File: config.mk
export PLATFORM = sky130hd
export DESIGN_NAME = ucie_ctl_tx_rdi_launcher
export DESIGN_NICKNAME = d
export VERILOG_FILES = /design/src/rtl/ucie_ctl_tx_pkg.sv /design/src/rtl/ucie_ctl_tx_sync_fifo.sv /design/src/rtl/ucie_ctl_tx_rdi_launcher.sv
export SDC_FILE = /design/constraint.sdc
export NUM_CORES = 1
export LEC_CHECK = 0
export CORE_MARGIN = 3
export CORE_UTILIZATION = 52
export DETAILED_ROUTE_END_ITERATION = 8
export PLACE_DENSITY = 0.76
export SLEW_MARGIN = 20
export SYNTH_ARGS = -nofsm -noshare
export SYNTH_HDL_FRONTEND = slang
export SYNTH_SLANG_ARGS = --single-unit
File: constraint.sdc
create_clock -name i_clk -period 9 [get_ports i_clk]
set_clock_uncertainty 0.1 [all_clocks]
set_input_delay 2.7 -clock i_clk [delete_from_list [all_inputs] [get_ports i_clk]]
set_output_delay 2.7 -clock i_clk [all_outputs]
set_load 0.005 [all_outputs]
File: src/rtl/ucie_ctl_tx_pkg.sv
// Shared definitions for the UCIe TX RDI launcher: RDI state codes, launcher FSM
// states and the transfer counter ceiling.
package ucie_ctl_tx_pkg;

    localparam logic [3:0] RDI_RESET     = 4'b0000;
    localparam logic [3:0] RDI_ACTIVE    = 4'b0001;
    localparam logic [3:0] RDI_LINKRESET = 4'b1001;
    localparam logic [3:0] RDI_LINKERROR = 4'b1010;
    localparam logic [3:0] RDI_RETRAIN   = 4'b1011;
    localparam logic [3:0] RDI_DISABLED  = 4'b1100;

    typedef enum logic [1:0] {
        IDLE   = 2'd0,
        ACTIVE = 2'd1,
        STALL  = 2'd2,
        FLUSH  = 2'd3
    } tx_state_e;

    localparam logic [31:0] TX_COUNT_MAX = 32'hFFFF_FFFF;

endpackage

File: src/rtl/ucie_ctl_tx_sync_fifo.sv
// Synchronous FIFO with flush; flush takes priority over push and pop.
// DEPTH must be a power of two so the pointers wrap naturally.
module ucie_ctl_tx_sync_fifo #(
    parameter int WIDTH = 64,
    parameter int DEPTH = 8
) (
    input  logic                       i_clk,
    input  logic                       i_rst_n,
    input  logic                       i_push,
    input  logic [WIDTH-1:0]           i_data,
    input  logic                       i_pop,
    input  logic                       i_flush,
    output logic [WIDTH-1:0]           o_data,
    output logic                       o_full,
    output logic                       o_empty,
    output logic [$clog2(DEPTH+1)-1:0] o_level
);
    localparam int AW = $clog2(DEPTH);
    localparam int LW = $clog2(DEPTH+1);

    logic [WIDTH-1:0] r_mem [DEPTH];
    logic [AW-1:0]    r_wr_ptr;
    logic [AW-1:0]    r_rd_ptr;
    logic [LW-1:0]    r_count;
    logic             w_push;
    logic             w_pop;

    assign o_full  = (r_count == LW'(DEPTH));
    assign o_empty = (r_count == '0);
    assign o_level = r_count;
    assign o_data  = r_mem[r_rd_ptr];
    assign w_push  = i_push && !o_full && !i_flush;
    assign w_pop   = i_pop && !o_empty && !i_flush;

    always_ff @(posedge i_clk) begin
        if (w_push) begin
            r_mem[r_wr_ptr] <= i_data;
        end
    end

    always_ff @(posedge i_clk or negedge i_rst_n) begin
        if (!i_rst_n) begin
            r_wr_ptr <= '0;
            r_rd_ptr <= '0;
            r_count  <= '0;
        end else if (i_flush) begin
            r_wr_ptr <= '0;
            r_rd_ptr <= '0;
            r_count  <= '0;
        end else begin
            if (w_push) begin
                r_wr_ptr <= r_wr_ptr + AW'(1);
            end
            if (w_pop) begin
                r_rd_ptr <= r_rd_ptr + AW'(1);
            end
            // Simultaneous push and pop leaves the count unchanged.
            if (w_push && !w_pop) begin
                r_count <= r_count + LW'(1);
            end else if (w_pop && !w_push) begin
                r_count <= r_count - LW'(1);
            end
        end
    end

endmodule

File: src/rtl/ucie_ctl_tx_rdi_launcher.sv
// TX launcher: buffers FDI chunks and launches them on RDI, gated by pl_state_sts.
// Define UCIE_CTL_TX_STATS_EN to enable the saturating o_tx_count transfer counter.
module ucie_ctl_tx_rdi_launcher
    import ucie_ctl_tx_pkg::*;
#(
    parameter int NBYTES = 8,
    parameter int DEPTH  = 8
) (
    input  logic                       i_clk,
    input  logic                       i_rst_n,
    input  logic [NBYTES*8-1:0]        i_fdi_lp_data,
    input  logic                       i_fdi_lp_valid,
    output logic                       o_fdi_pl_trdy,
    input  logic [3:0]                 i_rdi_pl_state_sts,
    input  logic                       i_rdi_pl_trdy,
    output logic                       o_rdi_lp_valid,
    output logic                       o_rdi_lp_irdy,
    output logic [NBYTES*8-1:0]        o_rdi_lp_data,
    output logic [$clog2(DEPTH+1)-1:0] o_fifo_level,
    output logic                       o_data_dropped,
    output logic [31:0]                o_tx_count
);
    localparam int W  = NBYTES * 8;
    localparam int LW = $clog2(DEPTH+1);

    tx_state_e        r_state;
    tx_state_e        w_next;
    logic             r_dropped;
    logic             w_full;
    logic             w_empty;
    logic [LW-1:0]    w_level;
    logic [W-1:0]     w_head;
    logic             w_trdy;
    logic             w_valid;
    logic             w_push;
    logic             w_pop;
    logic             w_flush;
    logic             w_keep;

    always_ff @(posedge i_clk or negedge i_rst_n) begin
        if (!i_rst_n) begin
            r_state <= IDLE;
        end else begin
            r_state <= w_next;
        end
    end

    always_comb begin
        w_next = r_state;
        case (r_state)
            IDLE: begin
                if (i_rdi_pl_state_sts == RDI_ACTIVE) w_next = ACTIVE;
            end
            ACTIVE, STALL: begin
                if (i_rdi_pl_state_sts == RDI_ACTIVE)       w_next = ACTIVE;
                else if (i_rdi_pl_state_sts == RDI_RETRAIN) w_next = STALL;
                else                                        w_next = FLUSH;
            end
            FLUSH: w_next = IDLE;
            default: w_next = IDLE;
        endcase
    end

    // Handshakes depend only on registered state and FIFO occupancy.
    assign w_trdy  = ((r_state == ACTIVE) || (r_state == STALL)) && !w_full;
    assign w_valid = (r_state == ACTIVE) && !w_empty;
    assign w_push  = i_fdi_lp_valid && w_trdy;
    assign w_pop   = w_valid && i_rdi_pl_trdy;

    // The FIFO is cleared on the edge entering FLUSH, so FLUSH already shows level 0.
    assign w_flush = (w_next == FLUSH);
    assign w_keep  = w_push || (w_pop ? (w_level > LW'(1)) : (w_level != '0));

    always_ff @(posedge i_clk or negedge i_rst_n) begin
        if (!i_rst_n) begin
            r_dropped <= 1'b0;
        end else begin
            r_dropped <= w_flush && w_keep;
        end
    end

    ucie_ctl_tx_sync_fifo #(
        .WIDTH (W),
        .DEPTH (DEPTH)
    ) u_fifo (
        .i_clk   (i_clk),
        .i_rst_n (i_rst_n),
        .i_push  (w_push),
        .i_data  (i_fdi_lp_data),
        .i_pop   (w_pop),
        .i_flush (w_flush),
        .o_data  (w_head),
        .o_full  (w_full),
        .o_empty (w_empty),
        .o_level (w_level)
    );

    assign o_fdi_pl_trdy  = w_trdy;
    assign o_rdi_lp_valid = w_valid;
    assign o_rdi_lp_irdy  = w_valid;
    assign o_rdi_lp_data  = w_valid ? w_head : '0;
    assign o_fifo_level   = w_level;
    assign o_data_dropped = r_dropped;

`ifdef UCIE_CTL_TX_STATS_EN
    logic [31:0] r_tx_count;

    always_ff @(posedge i_clk or negedge i_rst_n) begin
        if (!i_rst_n) begin
            r_tx_count <= '0;
        end else if (w_pop && (r_tx_count != TX_COUNT_MAX)) begin
            r_tx_count <= r_tx_count + 32'd1;
        end
    end

    assign o_tx_count = r_tx_count;
`else
    assign o_tx_count = '0;
`endif

endmodule
==> load_flow_metrics.sql, run 1 <==
INSERT INTO impl_metrics (metric_group, metric, value, unit) VALUES
('pwr', 'ir_worst_vdd', '0.230', 'mV'),
('setup_path', 'critical-path-top-delay-family', 'simple AND/OR/NAND/NOR gates', ''),
('die', 'coreArea', '0.0381', 'mm2'),
('global_routing', 'grt_first_pass_wirelength', '62.1', 'mm'),
('layout', 'syn2layout_area_growth', '17.1', '%'),
('die', 'initial_util', '53.5', '%'),
('status', 'run_status', 'complete, no violations', ''),
('sta', 'maxSlewViolCount', '0', ''),
('yosys', 'post_synth_and_or_nand_nor_area_fraction', '1.17', '%'),
('yosys', 'yosys_warnings', '0', ''),
('setup_path', 'setup.worst_path.class', 'reg -> out', ''),
('sta', 'timing.slew.headroom', '31.5', '%'),
('global_routing', 'all_layer_global_routing_usage', '19.8', '%'),
('pwr', 'powerDensity', '271', 'mW/mm2'),
('die', 'die-area', '0.0416', 'mm2'),
('job', 'max_cap_violations', '0', ''),
('setup_path', 'cp_cell_sequence', 'inv_1 > ha_1 > nor3b_4 > and3b_2 > buf_4 > a22o_1 > clkdlybuf4s50_1', ''),
('setup_path', 'crit_fanout', '38', ''),
('sta', 'tightestPinTransition', '1.03', 'ns'),
('clocking', 'cts_tree', 'yes', ''),
('setup_path', 'worst_setup_path_start_kind', 'register', ''),
('yosys', 'ys_top_cells_by_count', 'edfxtp_1 (512), mux4_2 (128), a22o_1 (64)', ''),
('sta', 'min_cycle_time_layout', '6.57', 'ns'),
('yosys', 'synth_top_area_share', '75.5', '%'),
('clocking', 'cts.reportedPaths.clkPinSlew', '0.06', 'ns'),
('placed_design', 'gpl.final_weighted_congestion', '0.782', ''),
('yosys', 'portion_of_netlist_area_occupied_by_mux_cells', '14.2', '%'),
('pwr', 'power.leakage', '7.44', 'nW'),
('clocking', 'cts_max_level', '2', ''),
('detailed_routing', 'vias', '9519', ''),
('sta', 'finalSetupViolCount', '0', ''),
('yosys', 'postSynthAreaPerCell', '22.9', 'um2'),
('sta', 'final_period_util', '73.0', '%'),
('clocking', 'cts_max_path_buffers', '3', ''),
('layout', 'drive_gt1_share', '20.9', '%'),
('yosys', 'synthDistinctLibCells', '44', ''),
('clocking', 'clk_root_buffer_cell', 'clkbuf_16', ''),
('clocking', 'number_of_clock_buffers_inserted_by_tritoncts', '50', ''),
('detailed_routing', 'drt-total-wl', '40.7', 'mm'),
('hold_path', 'whs_endpoint', 'r_state[1]', ''),
('sta', 'setup_total_negative_slack', '0', 'ns'),
('setup_path', 'path_buf_inv', '3', ''),
('setup_path', 'cp.required', '6.20', 'ns'),
('clocking', 'clock_latency', '0.55', 'ns'),
('setup_path', 'arrival', '3.77', 'ns'),
('global_routing', 'first_global_vias', '10100', ''),
('die', 'rows', '71', ''),
('detailed_routing', 'drtAntennaViolNets', '0', ''),
('yosys', 'synth_top_area_cell', 'edfxtp_1', ''),
('sta', 'finalHoldViolCount', '0', ''),
('placed_design', 'place_hpwl', '22.1', 'mm'),
('yosys', 'post_synth_fa_ha_maj_area_fraction', '0.553', '%'),
('detailed_routing', 'wl_per_cell', '25.4', 'um'),
('yosys', 'number_of_enable_flip_flop_cells_after_synthesis', '512', ''),
('pwr', 'power', '6.47', 'mW'),
('die', 'die_x', '204', 'um'),
('clocking', 'cts_hold_buf', '0', ''),
('yosys', 'synth.ff_latch_count', '525', ''),
('yosys', 'dominant_combinational_cell_family_by_area_after_synthesis', 'multiplexers', ''),
('detailed_routing', 'detail_route.iter0.violations', '892', ''),
('detailed_routing', 'drc_errors', '0', ''),
('clocking', 'cts_post_setup_buffers_inserted', '0', ''),
('setup_path', 'worst_path_largest_cell_delay', '0.93', 'ns'),
('global_routing', 'antenna_found_initial', '5', ''),
('sta', 'holdWs', '0.453', 'ns'),
('setup_path', 'worst-r2r-setup-slack', '5.50', 'ns'),
('hold_path', 'hold_path.startpoint', 'r_state[1]', ''),
('clocking', 'numClockSinks', '525', ''),
('layout', 'finalNetCount', '1134', ''),
('yosys', 'synth_compound_area_share', '3.99', '%'),
('yosys', 'top_ff_cell_synth', 'edfxtp_1', '');
## worst register-to-register path, stage by stage, from the launching register on
cell       delay, ns
dfrtp_1         0.48
inv_1           0.10
ha_1            0.25
nand3b_1        0.14
nand3_1         0.60
a2111oi_4       0.54
buf_4           0.80
## power breakdown
group / total (mW) / switching [mW] / internal [mW]
clock network: 1.96 / 0.838 / 1.13
registers: 3.00 / 0.114 / 2.89
logic: 1.50 / 0.724 / 0.778
total: 6.47 / 1.68 / 4.79
## through the flow
step	utilization, %	std cells	setup WS (ns)	area [um2]
after floorplan	-	919	0.266	20500
after global placement	58.5	1511	2.97	22300
after detailed placement	58.5	1511	2.91	22300
after CTS	62.5	1601	2.39	23800
after global routing	62.6	1602	2.18	23800
final	62.6	1605	2.43	23900
## routing by layer
metal | track usage (%) | wire (um)
met5 | 0 | 58
met4 | 4.18 | 689
met3 | 4.60 | 2940
met2 | 32.6 | 20300
met1 | 27.8 | 16700
## sequential cells by signal, indices dropped and copies added, names as in the netlist
signal	cells
o_data_dropped	1
r_state	2
u_fifo.o_level	4
u_fifo.r_mem	512
u_fifo.r_rd_ptr	3
u_fifo.r_wr_ptr	3
## cell usage in the layout (no fill, tap or decap), drive strengths merged, types with 3 or more instances in the layout
cell type / instances
a2111oi: 6
a21oi: 4
a22o: 64
a22oi: 6
buf: 20
clkbuf: 64
clkdlybuf4s50: 143
clkinv: 23
conb: 32
dfrtp: 13
diode: 3
edfxtp: 512
ha: 9
inv: 7
mux4: 128
nand2: 4
nand2b: 3
nand3: 4
nor3b: 3
o21ai: 9
or3: 7
## how the worst max path moves through the flow
stage | depth (start not counted) | startpoint | endpoint | slack [ns]
floorplan | 3 | i_rdi_pl_state_sts[1] | u_fifo.r_mem[0][0] | 0.27
global placement | 4 | i_fdi_lp_valid | u_fifo.r_mem[1][34] | 2.97
detailed placement | 4 | i_fdi_lp_valid | u_fifo.r_mem[1][34] | 2.91
CTS | 7 | u_fifo.o_level[0] | o_rdi_lp_data[60] | 2.39
global route | 7 | u_fifo.o_level[0] | o_rdi_lp_data[27] | 2.18
finish | 7 | u_fifo.o_level[0] | o_rdi_lp_data[63] | 2.43
## kinds of logic (layout without fill, tap and decap cells)
logic type      after synthesis  after routing
simple gates                 35             35
mux                         130            130
xor+xnor                      2              2
fa+ha+maj                     9              9
compound gates               99             99
other cells                   1             35
flops                       525            525
buf+inv                      87            259
## final cells by class
class                      count  area, um2
clock buffer                  64       1370
timing repair buffer         163       1600
sequential                   525      15700
fill                        2528      14300
inverter                       6       22.5
antenna                        3       7.51
tap                          511        639
clock inverter                26        168
multi-input combinational    307       4340
Note: power is estimated with default switching activity, not from simulation.
==> run 2: changes to the inputs <==
- CORE_UTILIZATION: 52 -> 57
- PLACE_DENSITY: 0.76 -> 0.79
- clock period: 9 -> 6.1 ns (I/O delays scaled with it)
==> run 2 against run 1 <==
Sequential power is 48% higher. Cell count decreased by 2.7%. Largest power group unchanged. First-iteration DRC count is 17% lower. Clock power rose by 53%. Sequential share of layout area shrank 0.34 points.
==> load_flow_metrics.sql, run 2 (synthesized netlist as in run 1, its figures left out) <==
INSERT INTO impl_metrics (metric_group, metric, value, unit) VALUES
('pwr', 'comb_power_share', '22.9', '%'),
('pwr', 'power.clock.fraction', '31.1', '%'),
('die', 'die-area', '0.0381', 'mm2'),
('hold_path', 'whs_endpoint', 'r_state[1]', ''),
('pwr', 'switching_share', '25.8', '%'),
('detailed_routing', 'drc_errors', '0', ''),
('sta', 'maxSlewViolCount', '0', ''),
('hold_path', 'hold_class', 'reg -> reg', ''),
('die', 'die_x', '195', 'um'),
('layout', 'fin_area', '0.0240', 'mm2'),
('pwr', 'internal_power', '7.14', 'mW'),
('global_routing', 'first_global_vias', '10000', ''),
('die', 'floorplan.die.height', '195', 'um'),
('sta', 'setup_total_negative_slack', '0', 'ns'),
('die', 'initial_util', '58.4', '%'),
('clocking', 'clock_latency', '0.56', 'ns'),
('detailed_routing', 'avgViaCountPerCell', '6.09', ''),
('layout', 'syn2layout_area_growth', '17.7', '%'),
('job', 'max_cap_violations', '0', ''),
('detailed_routing', 'drt-total-wl', '39.2', 'mm'),
('setup_path', 'arrival', '3.52', 'ns'),
('clocking', 'cts_max_level', '2', ''),
('setup_path', 'crit_fanout', '22', ''),
('clocking', 'number_of_clock_buffers_inserted_by_tritoncts', '50', ''),
('placed_design', 'place_hpwl', '21.6', 'mm'),
('die', 'rows', '68', ''),
('detailed_routing', 'vias', '9505', ''),
('clocking', 'cts.reportedPaths.clkPinSlew', '0.07', 'ns'),
('clocking', 'clk_root_buffer_cell', 'clkbuf_16', ''),
('clocking', 'cts_tree', 'yes', ''),
('clocking', 'ctsResizeCount', '0', ''),
('global_routing', 'largest_net_degree_at_the_start_of_global_routing', '65', ''),
('layout', 'instances_no_fill', '1561', ''),
('pwr', 'powerDensity', '401', 'mW/mm2'),
('pwr', 'power', '9.63', 'mW'),
('hold_path', 'hold_path_depth', '2', ''),
('placed_design', 'dpl-instance-area', '0.0224', 'mm2'),
('setup_path', 'setup.worst_path.class', 'reg -> out', ''),
('setup_path', 'crit_start', 'u_fifo.o_level[0]', ''),
('clocking', 'numClockSinks', '525', ''),
('status', 'run_status', 'complete, no violations', ''),
('sta', 'final_period_util', '89.3', '%'),
('placed_design', 'detailedPlace.worstSlack', '1.15', 'ns'),
('setup_path', 'cp.required', '4.17', 'ns'),
('detailed_routing', 'drtAntennaViolNets', '0', ''),
('sta', 'timing.slew.headroom', '39.1', '%'),
('detailed_routing', 'wl_per_cell', '25.1', 'um'),
('pwr', 'power.leakage', '7.53', 'nW'),
('placed_design', 'gpl.final_weighted_congestion', '0.791', ''),
('setup_path', 'r2r.worst_path.cells', '6', ''),
('clocking', 'cts_max_path_buffers', '3', ''),
('layout', 'drive_gt1_share', '22.4', '%'),
('pwr', 'power.switching', '2.48', 'mW'),
('pwr', 'ir_worst_vdd', '0.298', 'mV'),
('die', 'coreArea', '0.0349', 'mm2'),
('layout', 'most_used_cells_in_the_layout_excluding_fill_and_tap_cells', 'edfxtp_1 (512), clkdlybuf4s50_1 (143), mux4_2 (128)', ''),
('sta', 'min_cycle_time_layout', '5.45', 'ns'),
('layout', 'finalNetCount', '1142', ''),
('placed_design', 'placed_cells_incl_taps', '1464', ''),
('global_routing', 'all_layer_global_routing_usage', '20.8', '%'),
('global_routing', 'grt_first_pass_wirelength', '60.1', 'mm'),
('sta', 'finalHoldViolCount', '0', ''),
('clocking', 'cts_post_setup_buffers_inserted', '0', ''),
('global_routing', 'grt.overflow.total', '0', ''),
('setup_path', 'regToRegStartpoint', 'u_fifo.o_level[0]', ''),
('layout', 'utilization', '68.7', '%'),
('die', 'floorplan.io_pins', '176', ''),
('layout', 'most_common_cell_after_layout_fill_and_taps_aside', 'edfxtp_1', ''),
('sta', 'holdWs', '0.452', 'ns'),
('setup_path', 'reg2reg_to', 'u_fifo.r_mem[2][36]', ''),
('layout', 'fillCellCount', '2098', ''),
('global_routing', 'antenna_found_initial', '3', ''),
('sta', 'rsz0062_at_grt', 'false', ''),
('sta', 'timing.fmax', '0.183', 'GHz'),
('hold_path', 'hold_path.startpoint', 'r_state[1]', ''),
('sta', 'tightestPinTransition', '0.910', 'ns'),
('sta', 'layout_setup_ws', '0.650', 'ns'),
('layout', 'registers.top_by_ff_count', 'u_fifo.r_mem', ''),
('detailed_routing', 'drtPass1Iterations', '5', ''),
('setup_path', 'worst_setup_path_start_kind', 'register', ''),
('detailed_routing', 'detail_route.iter0.violations', '744', ''),
('pwr', 'power_frac_seq', '46.0', '%'),
('placed_design', 'number_of_input_and_output_port_buffers_inserted', '143', ''),
('layout', 'largest_reg_flops', '512', ''),
('setup_path', 'worst-r2r-setup-slack', '2.81', 'ns'),
('setup_path', 'worst_setup_path_end_kind', 'primary output', ''),
('sta', 'finalSetupViolCount', '0', ''),
('clocking', 'cts_hold_buf', '0', '');
[run 2: cell types whose count changed in the layout (fill, tap and decap cells not counted), sizes merged]
| cell | before | now |
|---|---|---|
| buf | 20 | 28 |
| bufinv | 2 | 3 |
| clkinv | 23 | 24 |
| clkinvlp | 0 | 2 |
[run 2: final cells by class]
class	instances	area, um2	share of cell area [%]
Clock buffer	64	1370	5.69
Tap cell	455	569	2.37
Timing Repair Buffer	171	1720	7.16
Multi-Input combinational cell	307	4340	18.1
Sequential cell	525	15700	65.5
Inverter	6	22.5	0.0939
Clock inverter	30	249	1.04
Antenna cell	3	7.51	0.0313
[run 2: critical path, cell delays in order (launching register included)]
cell and delay, ns:
dfrtp_1 0.47, inv_1 0.10, ha_1 0.25, nor3b_4 0.20, and3b_2 0.75, buf_4 0.41, a22o_1 0.23, clkdlybuf4s50_1 0.53
[run 2: worst max-delay path by stage]
stage | to | slack, ns | depth (start not counted)
floorplan | u_fifo.r_mem[0][0] | -1.76 | 3
global placement | u_fifo.r_mem[2][40] | 1.17 | 4
detailed placement | u_fifo.r_mem[3][36] | 1.15 | 4
CTS | o_rdi_lp_data[14] | 0.62 | 7
global route | o_rdi_lp_data[7] | 0.46 | 7
finish | o_rdi_lp_data[14] | 0.65 | 7
[run 2: power groups by stage]
stage | combinational [mW] | sequential [mW] | clock (mW)
after floorplan | 1.53 | 4.43 | 0
after global placement | 2.20 | 4.49 | 0
after detailed placement | 2.23 | 4.51 | 0
after CTS | 2.25 | 4.43 | 3.05
after global routing | 2.38 | 4.46 | 3.19
final | 2.21 | 4.43 | 2.99
[run 2: routing by layer]
layer | up-vias | global-route usage [%] | routed length, um
met5 | - | 0 | 26
met4 | 4 | 5.89 | 758
met3 | 61 | 3.80 | 2630
met2 | 371 | 33.7 | 19600
met1 | 4967 | 30.0 | 16200
li1 | 4102 | - | -
